## config.mk

```make
export PLATFORM = sky130hd
export DESIGN_NAME = csrng_genbits_health_mon
export DESIGN_NICKNAME = d
export VERILOG_FILES = /design/src/rtl/csrng_genbits_health_mon.sv
export SDC_FILE = /design/constraint.sdc
export NUM_CORES = 1
export LEC_CHECK = 0
export CAP_MARGIN = 10
export CORE_ASPECT_RATIO = 0.5
export CORE_MARGIN = 4
export CORE_UTILIZATION = 54
export CTS_CLUSTER_DIAMETER = 50
export DETAILED_ROUTE_END_ITERATION = 10
export PLACE_DENSITY = 0.82
export SLEW_MARGIN = 30
export SYNTH_ARGS = -nofsm -noshare
export SYNTH_HDL_FRONTEND = slang
export SYNTH_SLANG_ARGS = --single-unit
```

## constraint.sdc

```tcl
create_clock -name clk -period 10.6 [get_ports clk]
set_input_delay 1.59 -clock clk [delete_from_list [all_inputs] [get_ports clk]]
set_output_delay 1.59 -clock clk [all_outputs]
set_load 0.05 [all_outputs]
```

## src/rtl/csrng_genbits_health_mon.sv

```systemverilog
// Health monitor for the CSRNG genbits stream. It forwards words through a one-deep valid/ready stage.
// It runs a windowed monobit test and a repetition-count test, and stops forwarding on a failure.
module csrng_genbits_health_mon #(
  parameter int unsigned DW        = 128,
  parameter int unsigned WIN_WORDS = 16,
  parameter int unsigned CNT_W     = 12,
  parameter int unsigned REP_MAX   = 3
) (
  input  logic             clk,
  input  logic             rst_n,
  input  logic             enable,
  input  logic [CNT_W-1:0] thresh_lo,
  input  logic [CNT_W-1:0] thresh_hi,
  input  logic             alarm_clr,
  input  logic             in_valid,
  output logic             in_ready,
  input  logic [DW-1:0]    in_data,
  output logic             out_valid,
  input  logic             out_ready,
  output logic [DW-1:0]    out_data,
  output logic             alarm,
  output logic             fail_monobit,
  output logic             fail_repeat,
  output logic             win_done,
  output logic [CNT_W-1:0] last_ones_cnt
);

  localparam int unsigned WC_W  = (WIN_WORDS > 1) ? $clog2(WIN_WORDS) : 1;
  localparam int unsigned RUN_W = $clog2(REP_MAX + 1);

  typedef enum logic [1:0] {
    ST_DISABLED,
    ST_ACCUM,
    ST_ALARM
  } state_e;

  state_e           state_q;
  logic             out_valid_q;
  logic [DW-1:0]    out_data_q;
  logic [CNT_W-1:0] acc_q;
  logic [WC_W-1:0]  word_cnt_q;
  logic [RUN_W-1:0] run_q;
  logic [DW-1:0]    prev_q;
  logic             prev_vld_q;
  logic             alarm_q;
  logic             fail_mono_q;
  logic             fail_rep_q;
  logic             win_done_q;
  logic [CNT_W-1:0] last_cnt_q;

  logic             accept;
  logic [CNT_W-1:0] pop_cnt;
  logic [CNT_W-1:0] acc_d;
  logic [RUN_W-1:0] run_d;
  logic             same_word;
  logic             is_last;
  logic             monitoring;
  logic             mono_fail;
  logic             rep_fail;
  logic             fail_now;
  logic             load;

  // While in ALARM, words are swallowed, so upstream is never stalled.
  assign in_ready = (state_q == ST_ALARM) | ~out_valid_q | out_ready;
  assign accept   = in_valid & in_ready;

  always_comb begin
    pop_cnt = '0;
    for (int i = 0; i < DW; i++) begin
      pop_cnt = pop_cnt + CNT_W'(in_data[i]);
    end
  end

  always_comb begin
    acc_d      = acc_q + pop_cnt;
    same_word  = prev_vld_q && (in_data == prev_q);
    run_d      = RUN_W'(1);
    if (same_word) begin
      run_d = (run_q == RUN_W'(REP_MAX)) ? run_q : run_q + RUN_W'(1);
    end
    is_last    = (word_cnt_q == WC_W'(WIN_WORDS - 1));
    monitoring = (state_q == ST_ACCUM) && enable && accept;
    mono_fail  = monitoring && is_last && ((acc_d < thresh_lo) || (acc_d > thresh_hi));
    rep_fail   = monitoring && (run_d >= RUN_W'(REP_MAX));
    fail_now   = mono_fail | rep_fail;
    load       = accept && (state_q != ST_ALARM) && !fail_now;
  end

  always_ff @(posedge clk or negedge rst_n) begin
    if (!rst_n) begin
      state_q     <= ST_DISABLED;
      out_valid_q <= 1'b0;
      out_data_q  <= '0;
      acc_q       <= '0;
      word_cnt_q  <= '0;
      run_q       <= '0;
      prev_q      <= '0;
      prev_vld_q  <= 1'b0;
      alarm_q     <= 1'b0;
      fail_mono_q <= 1'b0;
      fail_rep_q  <= 1'b0;
      win_done_q  <= 1'b0;
      last_cnt_q  <= '0;
    end else begin
      win_done_q <= 1'b0;

      if (load) begin
        out_valid_q <= 1'b1;
        out_data_q  <= in_data;
      end else if (out_ready) begin
        out_valid_q <= 1'b0;
      end

      if (!enable) begin
        state_q     <= ST_DISABLED;
        alarm_q     <= 1'b0;
        fail_mono_q <= 1'b0;
        fail_rep_q  <= 1'b0;
        acc_q       <= '0;
        word_cnt_q  <= '0;
        run_q       <= '0;
        prev_vld_q  <= 1'b0;
      end else begin
        case (state_q)
          ST_DISABLED: begin
            state_q <= ST_ACCUM;
          end

          ST_ACCUM: begin
            if (accept) begin
              prev_q     <= in_data;
              prev_vld_q <= 1'b1;
              run_q      <= run_d;
              if (is_last) begin
                last_cnt_q <= acc_d;
                win_done_q <= 1'b1;
                acc_q      <= '0;
                word_cnt_q <= '0;
              end else begin
                acc_q      <= acc_d;
                word_cnt_q <= word_cnt_q + WC_W'(1);
              end
            end
            // alarm_clr has no effect here, so a failing word always wins over it.
            if (fail_now) begin
              state_q <= ST_ALARM;
              alarm_q <= 1'b1;
              if (mono_fail) fail_mono_q <= 1'b1;
              if (rep_fail)  fail_rep_q  <= 1'b1;
            end
          end

          ST_ALARM: begin
            if (alarm_clr) begin
              state_q     <= ST_ACCUM;
              alarm_q     <= 1'b0;
              fail_mono_q <= 1'b0;
              fail_rep_q  <= 1'b0;
              acc_q       <= '0;
              word_cnt_q  <= '0;
              run_q       <= '0;
              prev_vld_q  <= 1'b0;
            end
          end

          default: begin
            state_q <= ST_DISABLED;
          end
        endcase
      end
    end
  end

  assign out_valid     = out_valid_q;
  assign out_data      = out_data_q;
  assign alarm         = alarm_q;
  assign fail_monobit  = fail_mono_q;
  assign fail_repeat   = fail_rep_q;
  assign win_done      = win_done_q;
  assign last_ones_cnt = last_cnt_q;

endmodule

```

==> metrics.md <==
| Metric | Value |
|---|---|
| Worst Setup EP | `out_data[7]` |
| Routed Antenna Nets | `0` |
| Sequential area share after synthesis | `43.6%` |
| Drt initial violations | `1411` |
| Failing checks | `negative setup slack` |
| Worst Skew | `0.0192 ns` |
| Setup Total Neg Slack | `-44.93 ns` |
| Hold Fails Final Rpt | `0` |
| CTS Hold Buffers Added | `0` |
| Worst skew pair latency | `0.58 ns` |
| Syn_area_per_cell | `11.0 µm²` |
| Core Rows | `45` |
| Core area | `0.0305 mm²` |
| DRC Markers | `0` |
| CTS tree | `built` |
| Share of post-route cells with drive strength above 1 | `20.2%` |
| CP required | `11.05 ns` |
| Hold slack | `0.492 ns` |
| Critical R2R Launch | `acc_q[0]` |
| Tcrit/Tclk final | `104%` |
| Setup violation total in the final timing report | `129` |
| Asr flop ratio synth | `100%` |
| Max H-tree Level | `1` |
| Die area | `0.0343 mm²` |
| Nets@finish | `2331` |
| Count leader, synth | `dfrtp_1` |
| RSZ-0062 raised after global routing | `true` |
| Main flop type after synthesis | `dfrtp_1` |
| Area leader, netlist | `dfrtp_1` |
| WP data arrival | `11.46 ns` |
| Worst setup startpoint | `in_data[53]` |
| Mapped cell area | `0.0169 mm²` |
| HPWL after detailed placement | `40400 µm` |
| Least-Margin Pin Slew | `1.03 ns` |
| Outcome | `finished, violations left` |
| Clock sink total | `294` |
| Die X-Extent | `258 µm` |
| GR Util All Layers | `31.6%` |
| Max Fclk | `90.8 MHz` |
| Post-synth cell types | `56` |
| Clock Pin Slew Worst Setup and Hold Paths | `0.07 ns` |
| CP Capture Type | `flop` |
| Slowest stage delay, CP | `0.65 ns` |
| Syn Inst Count | `1534` |
| Yosys warns | `0` |
| Number of global-route vias before repair | `14200` |
| CTS buffer count | `28` |
| Top post-synthesis cells by area | `dfrtp_1 (44%), fa_1 (14%), mux2_1 (7.9%), nand2_1 (5.6%), ha_1 (5.1%)` |
| Port Buffers | `303` |
| Initial antenna violation count | `4` |
| Critical Path Start Type | `input port` |
| Reg2Reg Capture Point | `out_data[7]` |
| First-pass GRT wire length | `82300 µm` |
| Crit-path max FO | `5` |
| Clk buf depth | `3` |
| Post-synth top area share | `43.6%` |
| P&R area growth vs syn | `37.5%` |
| Pins Over Slew Limit | `0` |
| Critical path type | `input port to flop` |
| Routed wire length per instance | `24.2 µm` |
| Hold Path Class | `flop to flop` |
| Min Tclk post-route | `11.01 ns` |
| Mapped Nets | `1879` |
| Most frequent cells after synthesis | `dfrtp_1 (294), nand2_1 (250), inv_1 (214)` |
| Routability Congestion | `0.976` |
| Initial Utilization | `55.3%` |
| Slew headroom | `30.8%` |
| Cell repeated most along the worst path | `fa_1` |
| Gr ovfl total | `0` |
| Num ports | `304` |
| Worst Setup Slack, final | `-0.410 ns` |
| Worst path slowest cell | `fa_2` |
| Root buf cell | `clkbuf_16` |
| Largest net degree at the start of global routing | `111` |
| R2r setup slk | `1.07 ns` |
| Die Height | `133 µm` |
| Detailed Routing Iterations Pass 1 | `6` |
| Number of synthesized register bits | `294` |
| Fillers | `1781` |
| Reg2Reg Depth | `31` |
| Detailed-route via count | `13800` |
| Number of max-cap violations | `0` |
| Post-synth EDFFs | `0` |
| WL final | `58900 µm` |
| Mean number of vias per cell | `5.70` |
## cell usage in the layout, fill, tap and decap left out, types with 7 or more instances in the layout
cell | netlist | layout
mux2_1 | 118 | 28
o2111ai_1 | 11 | 11
buf_6 | 2 | 8
buf_2 | 0 | 10
nand4_1 | 13 | 13
buf_16 | 0 | 11
o21ai_0 | 100 | 98
a21oi_1 | 14 | 11
dlygate4sd2_1 | 0 | 30
o22ai_1 | 11 | 11
nor2_1 | 14 | 12
xor2_1 | 57 | 56
nand2_1 | 250 | 250
nor4_1 | 20 | 20
clkdlybuf4s15_1 | 0 | 7
clkdlybuf4s50_1 | 0 | 239
inv_1 | 214 | 183
buf_4 | 1 | 135
nor2b_1 | 23 | 23
nand3_1 | 11 | 11
dfrtp_1 | 294 | 294
xnor2_1 | 23 | 22
clkdlybuf4s15_2 | 0 | 8
nand2b_1 | 37 | 37
a22o_1 | 16 | 16
clkbuf_16 | 0 | 35
mux2_4 | 0 | 98
clkbuf_8 | 0 | 9
ha_1 | 69 | 67
fa_2 | 0 | 12
inv_2 | 2 | 29
fa_1 | 118 | 106
## kinds of logic after synthesis
group / after synthesis / share of synthesized area, %
AOI/OAI and AO/OA: 194 / 7.31
xor gates and xnor gates: 80 / 4.15
adders and majority gates: 187 / 19.1
buffers and inverters: 263 / 6.73
DFF: 294 / 43.6
muxes: 131 / 8.75
and+or+nand+nor: 385 / 10.3
## registers in the layout, summed over array words and instances, names as in the netlist
name,count
state_q,2
win_done,1
out_valid,1
run_q,2
prev_vld_q,1
acc_q,12
fail_repeat,1
alarm,1
word_cnt_q,4
fail_monobit,1
out_data,128
last_ones_cnt,12
prev_q,128
## worst max-delay path: cells and delay by family
family | cells | cell delay (ns)
AOI/OAI and AO/OA | 8 | 1.54
and+or+nand+nor | 4 | 0.50
adders and majority gates | 13 | 6.14
muxes | 1 | 0.33
xor gates and xnor gates | 1 | 0.30
buffers and inverters | 8 | 1.03
## repair_timing
action | CTS | global route
cloned | 7 | 6
setup endpoints to repair | 133 | 130
hold endpoints to repair | 0 | 0
pin swaps | 45 | 39
gates resized for setup | 195 | 142
setup buffers | 15 | 6
## cell type report
class	instances	area, µm²	area share (%)
antenna	2	5.00	0.0216
inverter	216	821	3.54
timing repair buffer	469	4630	20.0
multi-input combinational	977	8890	38.3
clock buffer	41	861	3.71
sequential	294	7360	31.7
tap	423	529	2.28
clock inverter	8	90.1	0.389
## worst min-delay path by stage
stage,slack [ns],start,depth (start not counted),to
global route,0.51,out_data[2],1,out_data[2]
global placement,0.46,last_ones_cnt[5],2,last_ones_cnt[5]
floorplan,0.45,word_cnt_q[3],1,word_cnt_q[3]
CTS,0.49,out_data[120],1,out_data[120]
detailed placement,0.47,last_ones_cnt[2],2,last_ones_cnt[2]
finish,0.49,out_data[107],1,out_data[107]
## stage by stage
stage / cells / area [µm²] / setup slack (ns) / utilization [%]
after floorplan: 1534 / 16900 / 0.0170 / -
after detailed placement: 2347 / 21200 / -1.29 / 69.4
after global placement: 2347 / 21200 / -1.09 / 69.4
after global routing: 2430 / 23200 / -0.621 / 76.0
final: 2430 / 23200 / -0.410 / 76.0
after CTS: 2418 / 22500 / -0.0445 / 73.8
## layer usage
layer / global-route usage (%) / share of wire (%) / up-vias
li1: - / - / 5916
met1: 41.2 / 38 / 6914
met2: 50.0 / 46 / 786
met3: 10.7 / 11 / 220
met4: 10.9 / 5.1 / 4
met5: 0 / 0.044 / -
Power is not shown: default switching activity piles up to over one toggle a cycle in this logic, so the estimate is an artifact.
